<file path="config.mk">
export PLATFORM = sky130hd
export DESIGN_NAME = evm_ballot_ctrl_flat
export DESIGN_NICKNAME = d
export VERILOG_FILES = /design/src/rtl/evm_ballot_if.sv /design/src/rtl/evm_ballot_ctrl.sv /design/src/flat_wrapper.sv
export SDC_FILE = /design/constraint.sdc
export NUM_CORES = 1
export LEC_CHECK = 0
export ABC_AREA = 1
export BUFFER_PORTS_ARGS = -buffer_cell sky130_fd_sc_hd__buf_2
export CELL_PAD_IN_SITES_DETAIL_PLACEMENT = 1
export CELL_PAD_IN_SITES_GLOBAL_PLACEMENT = 1
export CORE_AREA = 2 2 73 128
export CTS_CLUSTER_DIAMETER = 100
export DETAILED_ROUTE_END_ITERATION = 8
export DIE_AREA = 0 0 75 130
export PLACE_DENSITY = 0.77
export SLEW_MARGIN = 20
export SYNTH_ARGS = -nofsm -noshare
export SYNTH_HDL_FRONTEND = slang
export SYNTH_SLANG_ARGS = --single-unit
</file>
<file path="constraint.sdc">
create_clock -name clk_100MHz -period 3.86 [get_ports clk_100MHz]
set_clock_uncertainty 0.1 [all_clocks]
set_input_delay 0.772 -clock clk_100MHz [delete_from_list [all_inputs] [get_ports clk_100MHz]]
set_output_delay 0.772 -clock clk_100MHz [all_outputs]
set_load 0.005 [all_outputs]
</file>
<file path="src/rtl/evm_ballot_if.sv">
// Ballot-unit bus: presiding-officer controls, candidate buttons and tally/status outputs.
// The controller takes the slave side; the panel/bench drives the master side.
interface evm_ballot_if #(
  parameter int unsigned N_CAND = 4,
  parameter int unsigned CNT_W  = 8,
  parameter int unsigned TOT_W  = 10
);
  logic                      ballot_en;
  logic                      clear_counts;
  logic [N_CAND-1:0]         cand_btn;
  logic [N_CAND*CNT_W-1:0]   vote_counts;
  logic [TOT_W-1:0]          total_votes;
  logic                      ready;
  logic                      locked;
  logic [3:0]                secs_left;
  logic                      vote_pulse;
  logic                      err_multi;

  modport master (
    output ballot_en, clear_counts, cand_btn,
    input  vote_counts, total_votes, ready, locked, secs_left, vote_pulse, err_multi
  );

  modport slave (
    input  ballot_en, clear_counts, cand_btn,
    output vote_counts, total_votes, ready, locked, secs_left, vote_pulse, err_multi
  );
endinterface

</file>
<file path="src/rtl/evm_ballot_ctrl.sv">
// Ballot controller: one vote per voter, saturating tallies, then a seconds-based lockout
// timed from a synchronised 1 Hz input before re-arming.
module evm_ballot_ctrl #(
  parameter int unsigned N_CAND   = 4,
  parameter int unsigned CNT_W    = 8,
  parameter int unsigned TOT_W    = 10,
  parameter int unsigned LOCK_SEC = 5
) (
  input  logic         clk_100MHz,
  input  logic         rst_n,
  input  logic         clk1,
  evm_ballot_if.slave  bus
);
  localparam int unsigned SelW = (N_CAND > 1) ? $clog2(N_CAND) : 1;

  typedef enum logic [1:0] {StClosed, StReady, StLocked} state_e;

  state_e               state_q, state_d;
  logic                 clk1_s1_q, clk1_s2_q, clk1_s3_q;
  logic [N_CAND-1:0]    btn_s1_q, btn_s2_q, btn_s3_q;
  logic [CNT_W-1:0]     cnt_q [N_CAND];
  logic [CNT_W-1:0]     cnt_d [N_CAND];
  logic [TOT_W-1:0]     tot_q, tot_d;
  logic [3:0]           secs_q, secs_d;
  logic                 ready_q, locked_q;
  logic                 pulse_q, pulse_d;
  logic                 err_q, err_d;

  logic                 sec_tick;
  logic [N_CAND-1:0]    press;
  logic [3:0]           n_press;
  logic [SelW-1:0]      sel;

  always_comb begin
    sec_tick = clk1_s2_q & ~clk1_s3_q;
    press    = btn_s2_q & ~btn_s3_q;
    n_press  = '0;
    sel      = '0;
    for (int i = 0; i < int'(N_CAND); i++) begin
      n_press = n_press + 4'(press[i]);
      if (press[i]) sel = SelW'(i);
    end
  end

  always_comb begin
    state_d = state_q;
    cnt_d   = cnt_q;
    tot_d   = tot_q;
    secs_d  = secs_q;
    pulse_d = 1'b0;
    err_d   = 1'b0;
    unique case (state_q)
      StClosed: begin
        if (bus.clear_counts) begin
          for (int i = 0; i < int'(N_CAND); i++) cnt_d[i] = '0;
          tot_d = '0;
        end
        if (bus.ballot_en) state_d = StReady;
      end
      StReady: begin
        // Disable wins over any same-cycle press; multi-press is flagged but never counted.
        if (!bus.ballot_en) begin
          state_d = StClosed;
        end else if (n_press > 4'd1) begin
          err_d = 1'b1;
        end else if (n_press == 4'd1) begin
          if (~&cnt_q[sel]) cnt_d[sel] = cnt_q[sel] + CNT_W'(1);
          if (~&tot_q)      tot_d      = tot_q + TOT_W'(1);
          pulse_d = 1'b1;
          secs_d  = 4'(LOCK_SEC);
          state_d = StLocked;
        end
      end
      StLocked: begin
        if (sec_tick) begin
          if (secs_q > 4'd1) begin
            secs_d = secs_q - 4'd1;
          end else begin
            secs_d  = '0;
            state_d = bus.ballot_en ? StReady : StClosed;
          end
        end
      end
      default: state_d = StClosed;
    endcase
  end

  always_ff @(posedge clk_100MHz or negedge rst_n) begin
    if (!rst_n) begin
      state_q   <= StClosed;
      clk1_s1_q <= 1'b0;
      clk1_s2_q <= 1'b0;
      clk1_s3_q <= 1'b0;
      btn_s1_q  <= '0;
      btn_s2_q  <= '0;
      btn_s3_q  <= '0;
      for (int i = 0; i < int'(N_CAND); i++) cnt_q[i] <= '0;
      tot_q     <= '0;
      secs_q    <= '0;
      ready_q   <= 1'b0;
      locked_q  <= 1'b0;
      pulse_q   <= 1'b0;
      err_q     <= 1'b0;
    end else begin
      state_q   <= state_d;
      clk1_s1_q <= clk1;
      clk1_s2_q <= clk1_s1_q;
      clk1_s3_q <= clk1_s2_q;
      btn_s1_q  <= bus.cand_btn;
      btn_s2_q  <= btn_s1_q;
      btn_s3_q  <= btn_s2_q;
      cnt_q     <= cnt_d;
      tot_q     <= tot_d;
      secs_q    <= secs_d;
      ready_q   <= (state_d == StReady);
      locked_q  <= (state_d == StLocked);
      pulse_q   <= pulse_d;
      err_q     <= err_d;
    end
  end

  always_comb begin
    bus.vote_counts = '0;
    for (int i = 0; i < int'(N_CAND); i++) bus.vote_counts[i*CNT_W +: CNT_W] = cnt_q[i];
  end

  assign bus.total_votes = tot_q;
  assign bus.ready       = ready_q;
  assign bus.locked      = locked_q;
  assign bus.secs_left   = secs_q;
  assign bus.vote_pulse  = pulse_q;
  assign bus.err_multi   = err_q;

endmodule

</file>
<file path="src/flat_wrapper.sv">
// flat-port wrapper written by rule: the top's interface ports become plain ports
module evm_ballot_ctrl_flat 
#(
  parameter int unsigned N_CAND   = 4,
  parameter int unsigned CNT_W    = 8,
  parameter int unsigned TOT_W    = 10,
  parameter int unsigned LOCK_SEC = 5
)
  (clk_100MHz, rst_n, clk1, bus_ballot_en, bus_clear_counts, bus_cand_btn, bus_vote_counts, bus_total_votes, bus_ready, bus_locked, bus_secs_left, bus_vote_pulse, bus_err_multi);
  evm_ballot_if #(.N_CAND(N_CAND), .CNT_W(CNT_W), .TOT_W(TOT_W)) bus_i ();
  input  logic clk_100MHz;
  input  logic rst_n;
  input  logic clk1;
  input wire logic [$bits(bus_i.ballot_en)-1:0] bus_ballot_en;
  input wire logic [$bits(bus_i.clear_counts)-1:0] bus_clear_counts;
  input wire logic [$bits(bus_i.cand_btn)-1:0] bus_cand_btn;
  output wire logic [$bits(bus_i.vote_counts)-1:0] bus_vote_counts;
  output wire logic [$bits(bus_i.total_votes)-1:0] bus_total_votes;
  output wire logic [$bits(bus_i.ready)-1:0] bus_ready;
  output wire logic [$bits(bus_i.locked)-1:0] bus_locked;
  output wire logic [$bits(bus_i.secs_left)-1:0] bus_secs_left;
  output wire logic [$bits(bus_i.vote_pulse)-1:0] bus_vote_pulse;
  output wire logic [$bits(bus_i.err_multi)-1:0] bus_err_multi;
  assign bus_i.ballot_en = bus_ballot_en;
  assign bus_i.clear_counts = bus_clear_counts;
  assign bus_i.cand_btn = bus_cand_btn;
  assign bus_vote_counts = bus_i.vote_counts;
  assign bus_total_votes = bus_i.total_votes;
  assign bus_ready = bus_i.ready;
  assign bus_locked = bus_i.locked;
  assign bus_secs_left = bus_i.secs_left;
  assign bus_vote_pulse = bus_i.vote_pulse;
  assign bus_err_multi = bus_i.err_multi;
  evm_ballot_ctrl #(.N_CAND(N_CAND), .CNT_W(CNT_W), .TOT_W(TOT_W), .LOCK_SEC(LOCK_SEC)) u_core (.clk_100MHz(clk_100MHz), .rst_n(rst_n), .clk1(clk1), .bus(bus_i));
endmodule
</file>
# ---- After elaboration in Yosys (flattened, before gate mapping)
# Index checks and enable logic that the tools add are counted.
# W data, S select, Z words.
dict set report totals {
  inputBits 9
  out_inout_bits 50
  ff_bits 67
  elab_cells 95
}
dict set report classes {
  eq_ne 12
  n_mux 42
  bitwise 5
  order_cmp 4
  reduce_logical 9
  add_sub_neg 6
}
# op n
set op_table {}
lappend op_table {{$mux W32} 5}
lappend op_table {{$pmux W32 S2} 1}
lappend op_table {{$mux W10} 5}
lappend op_table {{$bwmux W32} 1}
lappend op_table {{$mux W8} 3}
lappend op_table {{$mux W4} 5}
lappend op_table {{$pmux W10 S2} 1}
lappend op_table {{$bmux W8 S2} 1}
lappend op_table {{$demux W8 S2} 1}
lappend op_table {{$mux W2} 8}
lappend op_table {{$reduce_and A6 Y1} 2}
lappend op_table {{$add A10 B1 Y10 const B} 1}
lappend op_table {{$ne A2 B2 Y1 const B} 5}
lappend op_table {{$reduce_and A10 Y1} 1}
lappend op_table {{$mux W1} 9}
lappend op_table {{$add A4 B1 Y4} 2}
lappend op_table {{$add A8 B1 Y8 const B} 1}
lappend op_table {{$gt A4 B1 Y1 const B} 2}
lappend op_table {{$pmux W4 S2} 1}
lappend op_table {{$reduce_and A8 Y1} 1}
lappend op_table {{$pmux W2 S3} 1}
lappend op_table {{$reduce_and A5 Y1} 1}
lappend op_table {{$and A4 B4 Y4} 1}
lappend op_table {{$eq A2 B1 Y1 const B} 2}
lappend op_table {{14 further kinds} 17}

# ---- Depth between registers and ports, before layout
dict set report depth {
  ltp_word 16
  depth_mapped 19
  depth_no_buf 19
}

# ---- Least setup slack after synthesis
# Ideal clock, no wire load.
dict set report synth_path {
  path_type {flip-flop to flip-flop}
  start {register u_core.btn_s2_q[1]}
  end {register u_core.tot_q[8], in the netlist u_core.bus.total_votes[8]}
  n_path_buf 0
  setup_ps 120
  path_stages_with_launch 19
  arrival_ps 2478
  slack_ps 1161
  period_less_slack_ps 2699
  required_time_ps 3640
  path_cell_list {dfrtp_1 inv_2 nor2_2 ha_1 inv_1 fa_1 ha_1 nor2_1 nand2_1 nand2_1 nand2_1 inv_2 nand2_2 inv_2 nand2_1 nor2_1 nand2_1 o21ai_1 a21oi_1}
}
dict set report synth_via {
  elab_chain_cells 7
  word_cells_on_any_way 9
  cone_classes {3 x add/sub; 1 x order compare; 3 x eq/ne; 1 x bitwise; 1 x reduce/logical}
}
# item line
set synth_lines {}
lappend synth_lines {{from (decl)} evm_ballot_ctrl.sv:20} ;# logic [N_CAND-1:0] btn_s1_q, btn_s2_q, btn_s3_q;
lappend synth_lines {{from (signal assigned)} evm_ballot_ctrl.sv:110} ;# btn_s2_q <= btn_s1_q;
lappend synth_lines {{$and A4 B4 Y4 *} evm_ballot_ctrl.sv:36} ;# press = btn_s2_q & ~btn_s3_q;
lappend synth_lines {{$add A1 B1 Y2 *} evm_ballot_ctrl.sv:40} ;# n_press = n_press + 4'(press[i]);
lappend synth_lines {{$add A4 B1 Y4 * (2 in a row)} evm_ballot_ctrl.sv:40}
lappend synth_lines {{$gt A4 B1 Y1 / $eq A4 B1 Y1 (equally long branches)} {evm_ballot_ctrl.sv:64, evm_ballot_ctrl.sv:66}}
lappend synth_lines {{$ne A2 B2 Y1 (no source line) / $ne A2 B1 Y1 (equally long branches)} -}
lappend synth_lines {{$reduce_and A6 Y1 (no source line) *} -}
lappend synth_lines {{to (signal assigned)} evm_ballot_ctrl.sv:113} ;# tot_q <= tot_d;
lappend synth_lines {{to (decl)} evm_ballot_ctrl.sv:23} ;# logic [TOT_W-1:0] tot_q, tot_d;
# Every way passes the cells marked *; elsewhere a longest branch is shown, timed or not.
# A chain may end at the register's enable or synchronous reset.

# ---- Final worst setup path
dict set report layout_path {
  start {register u_core.btn_s3_q[3]}
  end {register u_core.tot_q[8], in the netlist u_core.bus.total_votes[8]}
}
dict set report layout_via {
  elab_chain_cells 6
  word_cells_on_any_way 8
  cone_classes {1 x add/sub; 1 x order compare; 3 x eq/ne; 2 x bitwise; 1 x reduce/logical}
}
# item line
set layout_lines {}
lappend layout_lines {{from (decl)} evm_ballot_ctrl.sv:20}
lappend layout_lines {{from (signal assigned)} evm_ballot_ctrl.sv:111} ;# btn_s3_q <= btn_s2_q;
lappend layout_lines {{$not A4 Y4 *} evm_ballot_ctrl.sv:36}
lappend layout_lines {{$and A4 B4 Y4 *} evm_ballot_ctrl.sv:36}
lappend layout_lines {{$add A4 B1 Y4 *} evm_ballot_ctrl.sv:40}
lappend layout_lines {{$gt A4 B1 Y1 / $eq A4 B1 Y1 (equally long branches)} {evm_ballot_ctrl.sv:64, evm_ballot_ctrl.sv:66}}
lappend layout_lines {{$ne A2 B2 Y1 (no source line) / $ne A2 B1 Y1 (equally long branches)} -}
lappend layout_lines {{$reduce_and A6 Y1 (no source line) *} -}
# Marks and branches as above.

==> results.sh <==
export IMPL_cts_repair_resize_count=0
export IMPL_syn_area_per_cell_um2=7.77
export IMPL_synth_seq_cells=67
export IMPL_drc_errors=0
export IMPL_critPathCapture="u_core.bus.total_votes[8]$_DFFE_PN0P_"
export IMPL_min_from="u_core.clk1_s1_q$_DFF_PN0_"
export IMPL_yosys_warnings=0
export IMPL_cp_launch_type="flop"
export IMPL_source_to_sink_clock_delay_at_the_later_pin_of_the_worst_skew_pair_ns=0.33
export IMPL_achievable_frequency_mhz=323
export IMPL_worstPathArrival_ns=3.21
export IMPL_grt_antenna_before_repair=0
export IMPL_finalCriticalPeriod_ns=3.10
export IMPL_run_status="finished, final reports clean"
export IMPL_finalSetupViolations=0
export IMPL_cts_num_sinks=67
export IMPL_post_synth_inst_count=452
export IMPL_synthSimpleGateAreaFrac=0.353
export IMPL_first_global_vias=3489
export IMPL_utilization=0.480
export IMPL_vdd_ir_drop_worst_mv=0.275
export IMPL_tritonroute_pass_1_iters=4
export IMPL_final_seq_area_um2=1680
export IMPL_synth_top_family_by_area="simple AND/OR/NAND/NOR gates"
export IMPL_antenna_diode_count=0
export IMPL_critical_path_class="reg2reg"
export IMPL_worst_path_largest_cell_delay_ns=0.54
export IMPL_cp_depth=16
export IMPL_layout_stage_area_growth_over_the_synthesis_result_pct=20.5
export IMPL_gpl_final_weighted_congestion=0.928
export IMPL_hp_class="reg2reg"
export IMPL_crit_path_start="u_core.btn_s3_q[3]$_DFF_PN0_"
export IMPL_synth_compound_area_share=0.0435
export IMPL_required_ns=3.98
export IMPL_wire_length_of_the_first_global_routing_pass_um=16400
export IMPL_timing_setup_tns_ns=0
export IMPL_report_final_slew_viol_count=0
export IMPL_design_final_nets=536
export IMPL_post_synth_instance_area_um2=3510
export IMPL_portBuffers=58
export IMPL_mappedNetlistNets=469
export IMPL_final_min_period_over_clock_period=0.802
export IMPL_endpoint_kind="flop"
export IMPL_dpl_hpwl_um=7730
export IMPL_layout_drive_gt1_share=0.218
export IMPL_die_area_um2=9750
export IMPL_postCtsHoldBufs=0
export IMPL_postCtsSetupBuffers=0
export IMPL_cts_buffers_inserted=9
export IMPL_synth_sequential_area_ratio=0.478
export IMPL_crit_reg2reg_capture="u_core.bus.total_votes[8]$_DFFE_PN0P_"
export IMPL_tritoncts="yes"
export IMPL_io_pins=59
export IMPL_final_cell_count_no_fill=644
export IMPL_worstPathBufferInverterCount=3
export IMPL_first_iter_violations=82
export IMPL_proportion_of_synthesized_area_in_mux_cells=0
export IMPL_final_antenna_net_count=0
export IMPL_rsz0062_at_grt="no"
export IMPL_fp_dieH_um=130
export IMPL_cpMostUsedCell="sky130_fd_sc_hd__nand2_1"
export IMPL_n_fill_cell=1133
export IMPL_r2r_start="u_core.btn_s3_q[3]$_DFF_PN0_"
export IMPL_routed_via_count=3199
export IMPL_power_density_nw_per_um2=588
export IMPL_multi_input_area_um2=1530
export IMPL_globalRouteOverflowTotal=0
export IMPL_r2r_slack_ns=0.76
export IMPL_path_max_fanout=22
export IMPL_synth_xor_area_share=0.00748
export IMPL_detail_route_wirelength_um=9990
export IMPL_timing_hold_violations_final=0
export IMPL_grt_start_max_net_pins=51
export IMPL_clock_root_buffer="sky130_fd_sc_hd__clkbuf_16"
export IMPL_max_slew_margin_rel=0.570
export IMPL_cap_violations=0
export IMPL_synth_cell_types=32
export IMPL_floorplan_core_area_um2=8810
export IMPL_synth_adder_area_share=0.0306
export IMPL_routed_wire_length_per_instance_um=15.5
export IMPL_worstPathCellList="inv_2 -> nand2_2 -> fa_1 -> ha_1 -> nor2_1 -> nand2_1 -> nand2_1 -> nand2_1 -> inv_2 -> nand2_2 -> inv_2 -> nand2_1 -> nor2_1 -> nand2_1 -> o21ai_1 -> a21oi_1"
export IMPL_critical_path_slowest_cell="sky130_fd_sc_hd__fa_1"
export IMPL_p_leak_nw=2.27
export IMPL_cts_root_to_sink_buffers=2
export IMPL_rr_worst_depth=16
export IMPL_clk_pin_slew_worst_paths_ns=0.05
export IMPL_max_slew_worst_pin_slew_ns=0.644
export IMPL_numPlacedInstances=628
export IMPL_vias_per_cell=4.97
export IMPL_initial_util=0.399
export IMPL_groute_usage_overall=0.227
export IMPL_htree_num_levels=3
export IMPL_core_rowCount=46
export IMPL_fp_dieW_um=75
export IMPL_cell_family_with_the_largest_share_of_critical_path_delay="simple AND/OR/NAND/NOR gates"
-- layer usage --
| layer | track usage | vias to the layer above | wire length (µm) |
|---|---|---|---|
| met5 | 0 | - | 0 |
| met4 | 0.101 | 0 | 324 |
| met3 | 0.0371 | 17 | 247 |
| met2 | 0.446 | 53 | 5850 |
| met1 | 0.219 | 1591 | 3570 |
| li1 | - | 1538 | - |
-- power breakdown --
part | leakage, nW | internal, W | switching [W]
Combinational | 1.25 | 0.000249 | 0.000532
Clock | 0.141 | 0.000496 | 0.000303
Sequential | 0.885 | 0.000816 | 0.0000906
-- final cells by class --
type / count / share of cell area
inverter: 74 / 0.0657
clock inverter: 7 / 0.0163
timing repair buffer: 60 / 0.0722
clock buffer: 9 / 0.0533
sequential: 67 / 0.396
tap: 120 / 0.0355
multi-input combinational: 307 / 0.361
-- Yosys cell counts --
| cell type | number | area share |
|---|---|---|
| sky130_fd_sc_hd__nor2_1 | 36 | 0.038 |
| sky130_fd_sc_hd__buf_2 | 1 | 0.0014 |
| sky130_fd_sc_hd__nand3_2 | 6 | 0.017 |
| sky130_fd_sc_hd__a31oi_1 | 1 | 0.0018 |
| sky130_fd_sc_hd__nand2_1 | 151 | 0.16 |
| sky130_fd_sc_hd__or2_2 | 2 | 0.0036 |
| sky130_fd_sc_hd__ha_1 | 7 | 0.025 |
| sky130_fd_sc_hd__buf_6 | 1 | 0.0032 |
| sky130_fd_sc_hd__nor2_2 | 8 | 0.014 |
| sky130_fd_sc_hd__inv_1 | 61 | 0.065 |
| sky130_fd_sc_hd__o21bai_1 | 1 | 0.0021 |
| sky130_fd_sc_hd__o31ai_1 | 2 | 0.0043 |
| sky130_fd_sc_hd__nor4_1 | 1 | 0.0018 |
| sky130_fd_sc_hd__xor2_1 | 3 | 0.0075 |
| sky130_fd_sc_hd__o21ai_0 | 12 | 0.017 |
| sky130_fd_sc_hd__o22ai_1 | 1 | 0.0018 |
| sky130_fd_sc_hd__inv_2 | 13 | 0.014 |
| sky130_fd_sc_hd__nand3b_1 | 9 | 0.019 |
| sky130_fd_sc_hd__nor2_4 | 5 | 0.016 |
| sky130_fd_sc_hd__or2_1 | 2 | 0.0036 |
| sky130_fd_sc_hd__a21oi_1 | 8 | 0.011 |
| sky130_fd_sc_hd__buf_4 | 2 | 0.0043 |
| sky130_fd_sc_hd__dfrtp_1 | 67 | 0.48 |
| sky130_fd_sc_hd__nand4_1 | 8 | 0.014 |
| sky130_fd_sc_hd__nor3_1 | 2 | 0.0029 |
| sky130_fd_sc_hd__nand2_2 | 2 | 0.0036 |
| sky130_fd_sc_hd__nand2_4 | 1 | 0.0032 |
| sky130_fd_sc_hd__nand3_1 | 34 | 0.048 |
| sky130_fd_sc_hd__o21a_1 | 1 | 0.0021 |
| sky130_fd_sc_hd__o21ai_1 | 2 | 0.0029 |
| sky130_fd_sc_hd__nand3_4 | 1 | 0.0050 |
| sky130_fd_sc_hd__fa_1 | 1 | 0.0057 |
-- stage by stage --
stage	instance area, µm²	power [W]	setup slack, ns	hold slack, ns
2_1_floorplan	3510	0.00139	1.16	0.231
3_3_place_gp	3940	0.00168	0.968	0.240
3_5_place_dp	3940	0.00171	0.798	0.238
4_1_cts	4230	0.00252	0.741	0.250
5_1_grt	4230	0.00266	0.466	0.263
6_report	4230	0.00249	0.764	0.248
-- worst min-delay path by stage --
stage	end	cells after the start	slack [ns]
after floorplan	u_core.btn_s2_q[0]$_DFF_PN0_	0	0.23
after global placement	u_core.clk1_s2_q$_DFF_PN0_	0	0.24
after detailed placement	u_core.clk1_s2_q$_DFF_PN0_	0	0.24
after CTS	u_core.clk1_s2_q$_DFF_PN0_	0	0.25
after global routing	u_core.btn_s2_q[0]$_DFF_PN0_	0	0.26
final	u_core.clk1_s2_q$_DFF_PN0_	0	0.25
-- flip-flops by register name, indices dropped and copies added (netlist names) --
name                    cells
u_core.bus.secs_left        4
u_core.state_q              2
u_core.btn_s2_q             4
u_core.bus.locked           1
u_core.bus.ready            1
u_core.bus.err_multi        1
u_core.clk1_s2_q            1
u_core.btn_s1_q             4
u_core.bus.vote_counts     32
u_core.bus.vote_pulse       1
u_core.btn_s3_q             4
u_core.clk1_s3_q            1
u_core.clk1_s1_q            1
u_core.bus.total_votes     10
-- cell usage in the layout, fill, tap and decap left out --
master,n
sky130_fd_sc_hd__nand3_4,1
sky130_fd_sc_hd__a31oi_1,1
sky130_fd_sc_hd__nor2_4,5
sky130_fd_sc_hd__bufinv_16,1
sky130_fd_sc_hd__clkinv_2,3
sky130_fd_sc_hd__o21a_1,1
sky130_fd_sc_hd__fa_1,1
sky130_fd_sc_hd__nand2_2,2
sky130_fd_sc_hd__nor2_2,8
sky130_fd_sc_hd__dfrtp_1,67
sky130_fd_sc_hd__or2_1,2
sky130_fd_sc_hd__nand4_1,8
sky130_fd_sc_hd__buf_2,58
sky130_fd_sc_hd__a21oi_1,8
sky130_fd_sc_hd__clkinvlp_4,2
sky130_fd_sc_hd__nor2_1,36
sky130_fd_sc_hd__o21bai_1,1
sky130_fd_sc_hd__nand3_2,6
sky130_fd_sc_hd__nor3_1,2
sky130_fd_sc_hd__clkinv_4,1
sky130_fd_sc_hd__o21ai_1,2
sky130_fd_sc_hd__inv_1,61
sky130_fd_sc_hd__o31ai_1,2
sky130_fd_sc_hd__nand3_1,34
sky130_fd_sc_hd__xor2_1,3
sky130_fd_sc_hd__nor4_1,1
sky130_fd_sc_hd__nand3b_1,9
sky130_fd_sc_hd__inv_2,13
sky130_fd_sc_hd__nand2_1,151
sky130_fd_sc_hd__o22ai_1,1
sky130_fd_sc_hd__or2_2,2
sky130_fd_sc_hd__o21ai_0,12
sky130_fd_sc_hd__buf_4,2
sky130_fd_sc_hd__clkbuf_16,9
sky130_fd_sc_hd__ha_1,7
sky130_fd_sc_hd__nand2_4,1
-- cell families (layout without fill, tap and decap cells) --
| logic type | after synthesis | after routing |
|---|---|---|
| compound gates | 28 | 28 |
| xor+xnor | 3 | 3 |
| fa+ha+maj | 8 | 8 |
| buf+inv | 78 | 150 |
| flops | 67 | 67 |
| simple gates | 268 | 268 |
-- worst register-to-register path, delay by kind of cell, from the launching register on --
family          cells  cell delay [ns]
flops               1             0.41
buf+inv             3             0.36
simple gates        9             1.10
compound gates      2             0.18
fa+ha+maj           2             0.84
Power figures use the tool's default switching activity.
